### src/rtl/cp0_pkg.sv
// Shared CP0 constants: register indices, exception codes, PC-select encodings, FSM states.
package cp0_pkg;

  localparam logic [31:0] EXC_BASE = 32'h0000_0008;

  localparam logic [4:0] REG_STATUS = 5'd12;
  localparam logic [4:0] REG_CAUSE  = 5'd13;
  localparam logic [4:0] REG_EPC    = 5'd14;

  localparam logic [4:0] EXC_INT = 5'd0;
  localparam logic [4:0] EXC_SYS = 5'd8;

  typedef enum logic [1:0] {
    SEL_SEQ = 2'b00,
    SEL_EPC = 2'b01,
    SEL_EXC = 2'b10
  } selpc_e;

  typedef enum logic [1:0] {
    ST_IDLE     = 2'b00,
    ST_ACK      = 2'b01,
    ST_WAIT_LOW = 2'b10
  } state_e;

endpackage

### src/rtl/cp0_regfile.sv
// CP0 Status/Cause/EPC storage with mtc0 write port and combinational read mux.
// Hardware updates (exception take, eret) override a same-cycle mtc0 write.
module cp0_regfile
  import cp0_pkg::*;
(
  input  logic        clk,
  input  logic        clrn,
  input  logic        exc_take,
  input  logic [4:0]  exc_code,
  input  logic        exc_bd,
  input  logic [31:0] exc_epc,
  input  logic        eret_do,
  input  logic        wr_en,
  input  logic [4:0]  wr_addr,
  input  logic [31:0] wdata,
  input  logic [4:0]  rd_addr,
  output logic [31:0] rdata,
  output logic [7:0]  status,
  output logic [31:0] epc
);

  logic [4:0] cause_code;
  logic       cause_bd;

  always_ff @(posedge clk or negedge clrn) begin
    if (!clrn) begin
      status     <= 8'h00;
      cause_code <= 5'd0;
      cause_bd   <= 1'b0;
      epc        <= 32'h0;
    end else begin
      // Status keeps a two-deep stack of 4-bit levels; take pushes, eret pops.
      if (exc_take)
        status <= {status[3:0], 4'b0000};
      else if (eret_do)
        status <= {4'b0000, status[7:4]};
      else if (wr_en && wr_addr == REG_STATUS)
        status <= wdata[7:0];

      // Cause is hardware-owned; software writes are dropped.
      if (exc_take) begin
        cause_code <= exc_code;
        cause_bd   <= exc_bd;
      end

      if (exc_take)
        epc <= exc_epc;
      else if (wr_en && wr_addr == REG_EPC)
        epc <= wdata;
    end
  end

  always_comb begin
    rdata = 32'h0;
    case (rd_addr)
      REG_STATUS: rdata = {24'h0, status};
      REG_CAUSE:  rdata = {cause_bd, 24'h0, cause_code, 2'b00};
      REG_EPC:    rdata = epc;
      default:    rdata = 32'h0;
    endcase
  end

endmodule

### src/rtl/cp0_intr_ctrl.sv
// CP0 interrupt controller: take logic, acknowledge FSM, PC redirect.
// Optional syscall exception enabled by defining CP0_SYSCALL_EN.
//
// state    | meaning
// IDLE     | no handshake in flight; interrupt may be taken
// ACK      | one-cycle inta pulse after a take
// WAIT_LOW | wait for intr to drop before allowing a re-take
module cp0_intr_ctrl
  import cp0_pkg::*;
(
  input  logic        clk,
  input  logic        clrn,
  input  logic        intr,
  output logic        inta,
  input  logic        stall,
  input  logic [31:0] id_npc,
  input  logic        id_in_slot,
  input  logic        mtc0,
  input  logic        mfc0,
  input  logic        eret,
  input  logic [4:0]  cp0_rd,
  input  logic [31:0] wdata,
  output logic [31:0] rdata,
  output logic [1:0]  selpc,
  output logic [31:0] epc,
`ifdef CP0_SYSCALL_EN
  input  logic        syscall,
`endif
  output logic        cancel
);

  state_e      state_q, state_d;
  selpc_e      sel;
  logic        run;
  logic        sys_take;
  logic        int_take;
  logic        exc_take;
  logic        eret_do;
  logic [4:0]  exc_code;
  logic [7:0]  status;
  logic [31:0] reg_rdata;

  // Outputs stay quiet while stalled or held in reset.
  assign run = clrn & ~stall;

`ifdef CP0_SYSCALL_EN
  assign sys_take = run & syscall;
  assign exc_code = sys_take ? EXC_SYS : EXC_INT;
`else
  assign sys_take = 1'b0;
  assign exc_code = EXC_INT;
`endif

  assign eret_do  = run & eret;
  assign int_take = (state_q == ST_IDLE) & run & intr & status[0] &
                    ~id_in_slot & ~eret & ~sys_take;
  assign exc_take = int_take | sys_take;

  always_ff @(posedge clk or negedge clrn) begin
    if (!clrn) state_q <= ST_IDLE;
    else       state_q <= state_d;
  end

  always_comb begin
    state_d = state_q;
    inta    = 1'b0;
    sel     = SEL_SEQ;
    cancel  = 1'b0;
    case (state_q)
      ST_IDLE:     if (int_take) state_d = ST_ACK;
      ST_ACK: begin
        inta    = run;
        state_d = ST_WAIT_LOW;
      end
      ST_WAIT_LOW: if (!intr) state_d = ST_IDLE;
      default:     state_d = ST_IDLE;
    endcase
    if (exc_take) begin
      sel    = SEL_EXC;
      cancel = 1'b1;
    end else if (eret_do) begin
      sel    = SEL_EPC;
      cancel = 1'b1;
    end
  end

  assign selpc = sel;
  assign rdata = mfc0 ? reg_rdata : 32'h0;

  cp0_regfile u_regfile (
    .clk      (clk),
    .clrn     (clrn),
    .exc_take (exc_take),
    .exc_code (exc_code),
    .exc_bd   (id_in_slot),
    .exc_epc  (id_npc),
    .eret_do  (eret_do),
    .wr_en    (run & mtc0),
    .wr_addr  (cp0_rd),
    .wdata    (wdata),
    .rd_addr  (cp0_rd),
    .rdata    (reg_rdata),
    .status   (status),
    .epc      (epc)
  );

endmodule

### config.mk
export PLATFORM = sky130hd
export DESIGN_NAME = cp0_intr_ctrl
export DESIGN_NICKNAME = d
export VERILOG_FILES = /design/src/rtl/cp0_pkg.sv /design/src/rtl/cp0_regfile.sv /design/src/rtl/cp0_intr_ctrl.sv
export SDC_FILE = /design/constraint.sdc
export NUM_CORES = 1
export LEC_CHECK = 0
export ABC_AREA = 1
export BUFFER_PORTS_ARGS = -buffer_cell sky130_fd_sc_hd__buf_4
export CORE_ASPECT_RATIO = 0.7
export CORE_UTILIZATION = 48
export CTS_CLUSTER_DIAMETER = 40
export CTS_CLUSTER_SIZE = 28
export DETAILED_ROUTE_END_ITERATION = 6
export GPL_ROUTABILITY_DRIVEN = 0
export PLACE_DENSITY = 0.81
export SYNTH_ARGS = -nofsm -noshare
export SYNTH_HDL_FRONTEND = slang
export SYNTH_HIERARCHICAL = 1
export SYNTH_SLANG_ARGS = --single-unit
### constraint.sdc
create_clock -name clk -period 2.1 [get_ports clk]
set_clock_uncertainty 0.1 [all_clocks]
set_input_delay 0.21 -clock clk [delete_from_list [all_inputs] [get_ports clk]]
set_output_delay 0.21 -clock clk [all_outputs]
set_load 0.05 [all_outputs]
==> key figures <==
Worst setup path
  – Crit. End Element: register
  – Reg2Reg Depth: 8
  – CP max-delay cell: dlygate4sd3_1
  – CP Data Arrival Time: 2.01 ns
  – Worst path depth: 10
  – Crit Path Category: in2reg
  – Crit-path cells: dlygate4sd3_1, buf_4, nand2_1, nor2_1, nand2_1, inv_1, nor2_2, nand2_2, nand2_1, nand2_1
  – Crit path buf inv count: 3
  – WP data required: around 2.2 ns
  – CP dominant cell by count: nand2_1
  – Crit path launch type: input port
  – Max incr delay on CP: 0.54 ns
  – Top delay family on crit path: simple AND/OR/NAND/NOR gates
  – Crit-path max FO: 9

Min path
  – Class of the worst hold path: in2reg
  – Cell count of the worst hold path: 3

Synthesis
  – Avg Inst Size Synth: 6.28 sq um
  – Mapped Cells: 518
  – Yosys top cell by area: dfrtp_1
  – Synth warn: 6
  – Synth top area share: 37.0%
  – Synth top area cells: dfrtp_1, nand2_1, nand3_1
  – Synth unique cells: 19
  – Synth Register Bits: between 40 and 50
  – Mapped cell area: 0.00325 sq mm
  – Sequential share of the synthesized area: 37.0%

STA
  – Min Clock Period, post-route: 1.91 ns
  – Final setup violation count: 0
  – F_max: 0.525 GHz
  – Worst hold margin: 0.0271 ns
  – RSZ-0062 raised after global routing: no
  – Worst-margin pin slew: 0.627 ns
  – Tcrit/Tclk final: about nine tenths
  – Slew Limit Fails: 0
  – Relative slew slack: 58.1%
  – Setup TNS: 0 ns
  – Final Hold Fails: 0

Clocking
  – Clock Tree Root: clkbuf_8
  – Number of CTS-inserted buffers: 5
  – Clk buf depth: 2
  – CTS resizes: 0
  – H-tree depth: 2
  – Clock Sink Count: 48
  – Worst-path clk slew: 0.09 ns
  – TritonCTS clock tree: built
  – Clk_lat worst skew: 0.31 ns

Global route
  – Met3 track demand over resource: 5.73%
  – Total congestion overflow: 0
  – Pin count of the biggest net entering global routing: 49
  – Initial antenna violation count: 0
  – First-pass GRT wire length: 15,700 um
  – Met1 usage: between 40% and 50%
  – Met2 GRT Util: 41.8%
  – Total track usage: 28.0%
  – Vias in the first global route: 3,186
  – GR peak layer: met2

Layout
  – Layout cells sized above 1: 27.9%
  – Final Util: 69.7%
  – Area Overhead vs Synth: 37.1%
  – ANT cells: 0
  – Layout Nets: 731

Power
  – Leakage: 0.00280 uW
  – Maximum vdd drop: 0.572 mV
  – PD cells: 792 mW/mm^2

Die
  – Row count: 24
  – Vert. Die Dim: between 70 and 80 um
  – Initial core utilization: 50.8%
  – IO Count: ~150
  – Die W: 100 um
  – Die area: around 0.007 sq mm
  – Core Region: about 0.0064 sq mm

Drt
  – DRC: 0
  – 1st-iter DRT viols: about 270
  – Detailed Routing Iterations Pass 1: 4
  – Wire per inst: 12.9 um
  – Routed WL: 9620 um
  – Antenna Violating Nets Remaining: 0
  – Via count: 3,672
  – Via density: 4.92

Placed design
  – Dpl hpwl: 7110 um
  – # port buffers: 144

Flow run
  – # Max-Cap Violations: 0

Status
  – Status: complete, no violations
[cell usage in the layout, fill, tap and decap left out, drive strengths merged]
| master | netlist | layout |
|---|---|---|
| conb | 1 | 5 |
| bufinv | 0 | 1 |
| inv | 71 | 71 |
| dfrtp | 48 | 48 |
| nand2 | 245 | 245 |
| nand3 | 65 | 65 |
| buf | 27 | 153 |
| nor3 | 1 | 1 |
| nor2 | 42 | 42 |
| o21ai | 11 | 11 |
| clkbuf | 2 | 7 |
| nand4 | 5 | 5 |
| dlygate4sd3 | 0 | 1 |
[area by class of cell]
type                       instances  area (sq um)
fill                             575          1940
sequential                        48          1200
clock inverter                     1          30.0
inverter                          71           267
clock buffer                       7          96.3
multi-input combinational        374          1580
timing repair buffer             154          1170
tap                               91           114
[kinds of logic after synthesis]
kind of cell / after synthesis / synth area share (%)
simple gates: 358 / 46.3
compound gates: 11 / 1.69
buf+inv: 100 / 15.0
other cells: 1 / 0.115
flops: 48 / 37.0
[cell usage after synthesis]
cell type,n
conb_1,1
inv_2,2
nor2_1,27
clkbuf_1,1
nand3_1,65
dfrtp_1,48
o21ai_0,11
nand2_4,1
clkbuf_2,1
nand2_2,4
nor2_4,2
buf_4,8
inv_1,69
nand4_1,5
nor2_2,13
nor3_1,1
nand2_1,240
buf_2,10
buf_6,9
[where the power goes]
group	internal, uW	total, uW	switching [uW]
combinational	471	1430	959
clock	421	747	326
sequential	1140	1350	208
total	2030	3530	1490
[worst register-to-register path: stages, from the launching register on]
cell     delay (ns)
dfrtp_1        0.43
nand2_1        0.09
nor2_1         0.04
nand2_1        0.10
inv_1          0.11
nor2_2         0.37
nand2_2        0.21
nand2_1        0.11
nand2_1        0.06
[stage by stage]
step / power (uW) / area (sq um) / std cells / setup WS (ns)
global placement: 2770 / 4320 / 737 / 0.339
global route: 3690 / 4460 / 746 / 0.0742
detailed placement: 2790 / 4320 / 737 / 0.322
finish: 3530 / 4460 / 746 / 0.194
CTS: 3540 / 4460 / 746 / 0.226
floorplan: 2260 / 3270 / 522 / 0.320
[sequential cells by signal (all words and copies together), names as in the netlist]
signal                cells
state_q                   2
u_regfile/status          8
u_regfile/cause_bd        1
u_regfile/epc            32
u_regfile/cause_code      5
[routing by layer]
| metal | vias up | part of all wire, % |
|---|---|---|
| li1 | 1811 | - |
| met1 | 1660 | 46 |
| met2 | 191 | 44 |
| met3 | 10 | 9.2 |
| met4 | 0 | 0.75 |
| met5 | - | 0 |
[final timing paths]
path,start,end,slack (ns)
setup / recovery,clrn,u_regfile/status[0],0.19
hold / removal,id_in_slot,u_regfile/cause_bd,0.03
setup reg to reg,u_regfile/status[0],u_regfile/status[0],0.37
hold reg to reg,u_regfile/cause_code[4],u_regfile/cause_code[4],0.38
max in group asynchronous,clrn,u_regfile/cause_code[3],1.01
min in group asynchronous,clrn,u_regfile/epc[1],0.48
[repair_timing]
action,in CTS,in global routing
buffers inserted,0,0
hold buffers,1,0
hold endpoints to repair,48,0
Note: power is estimated with default switching activity, not from simulation.
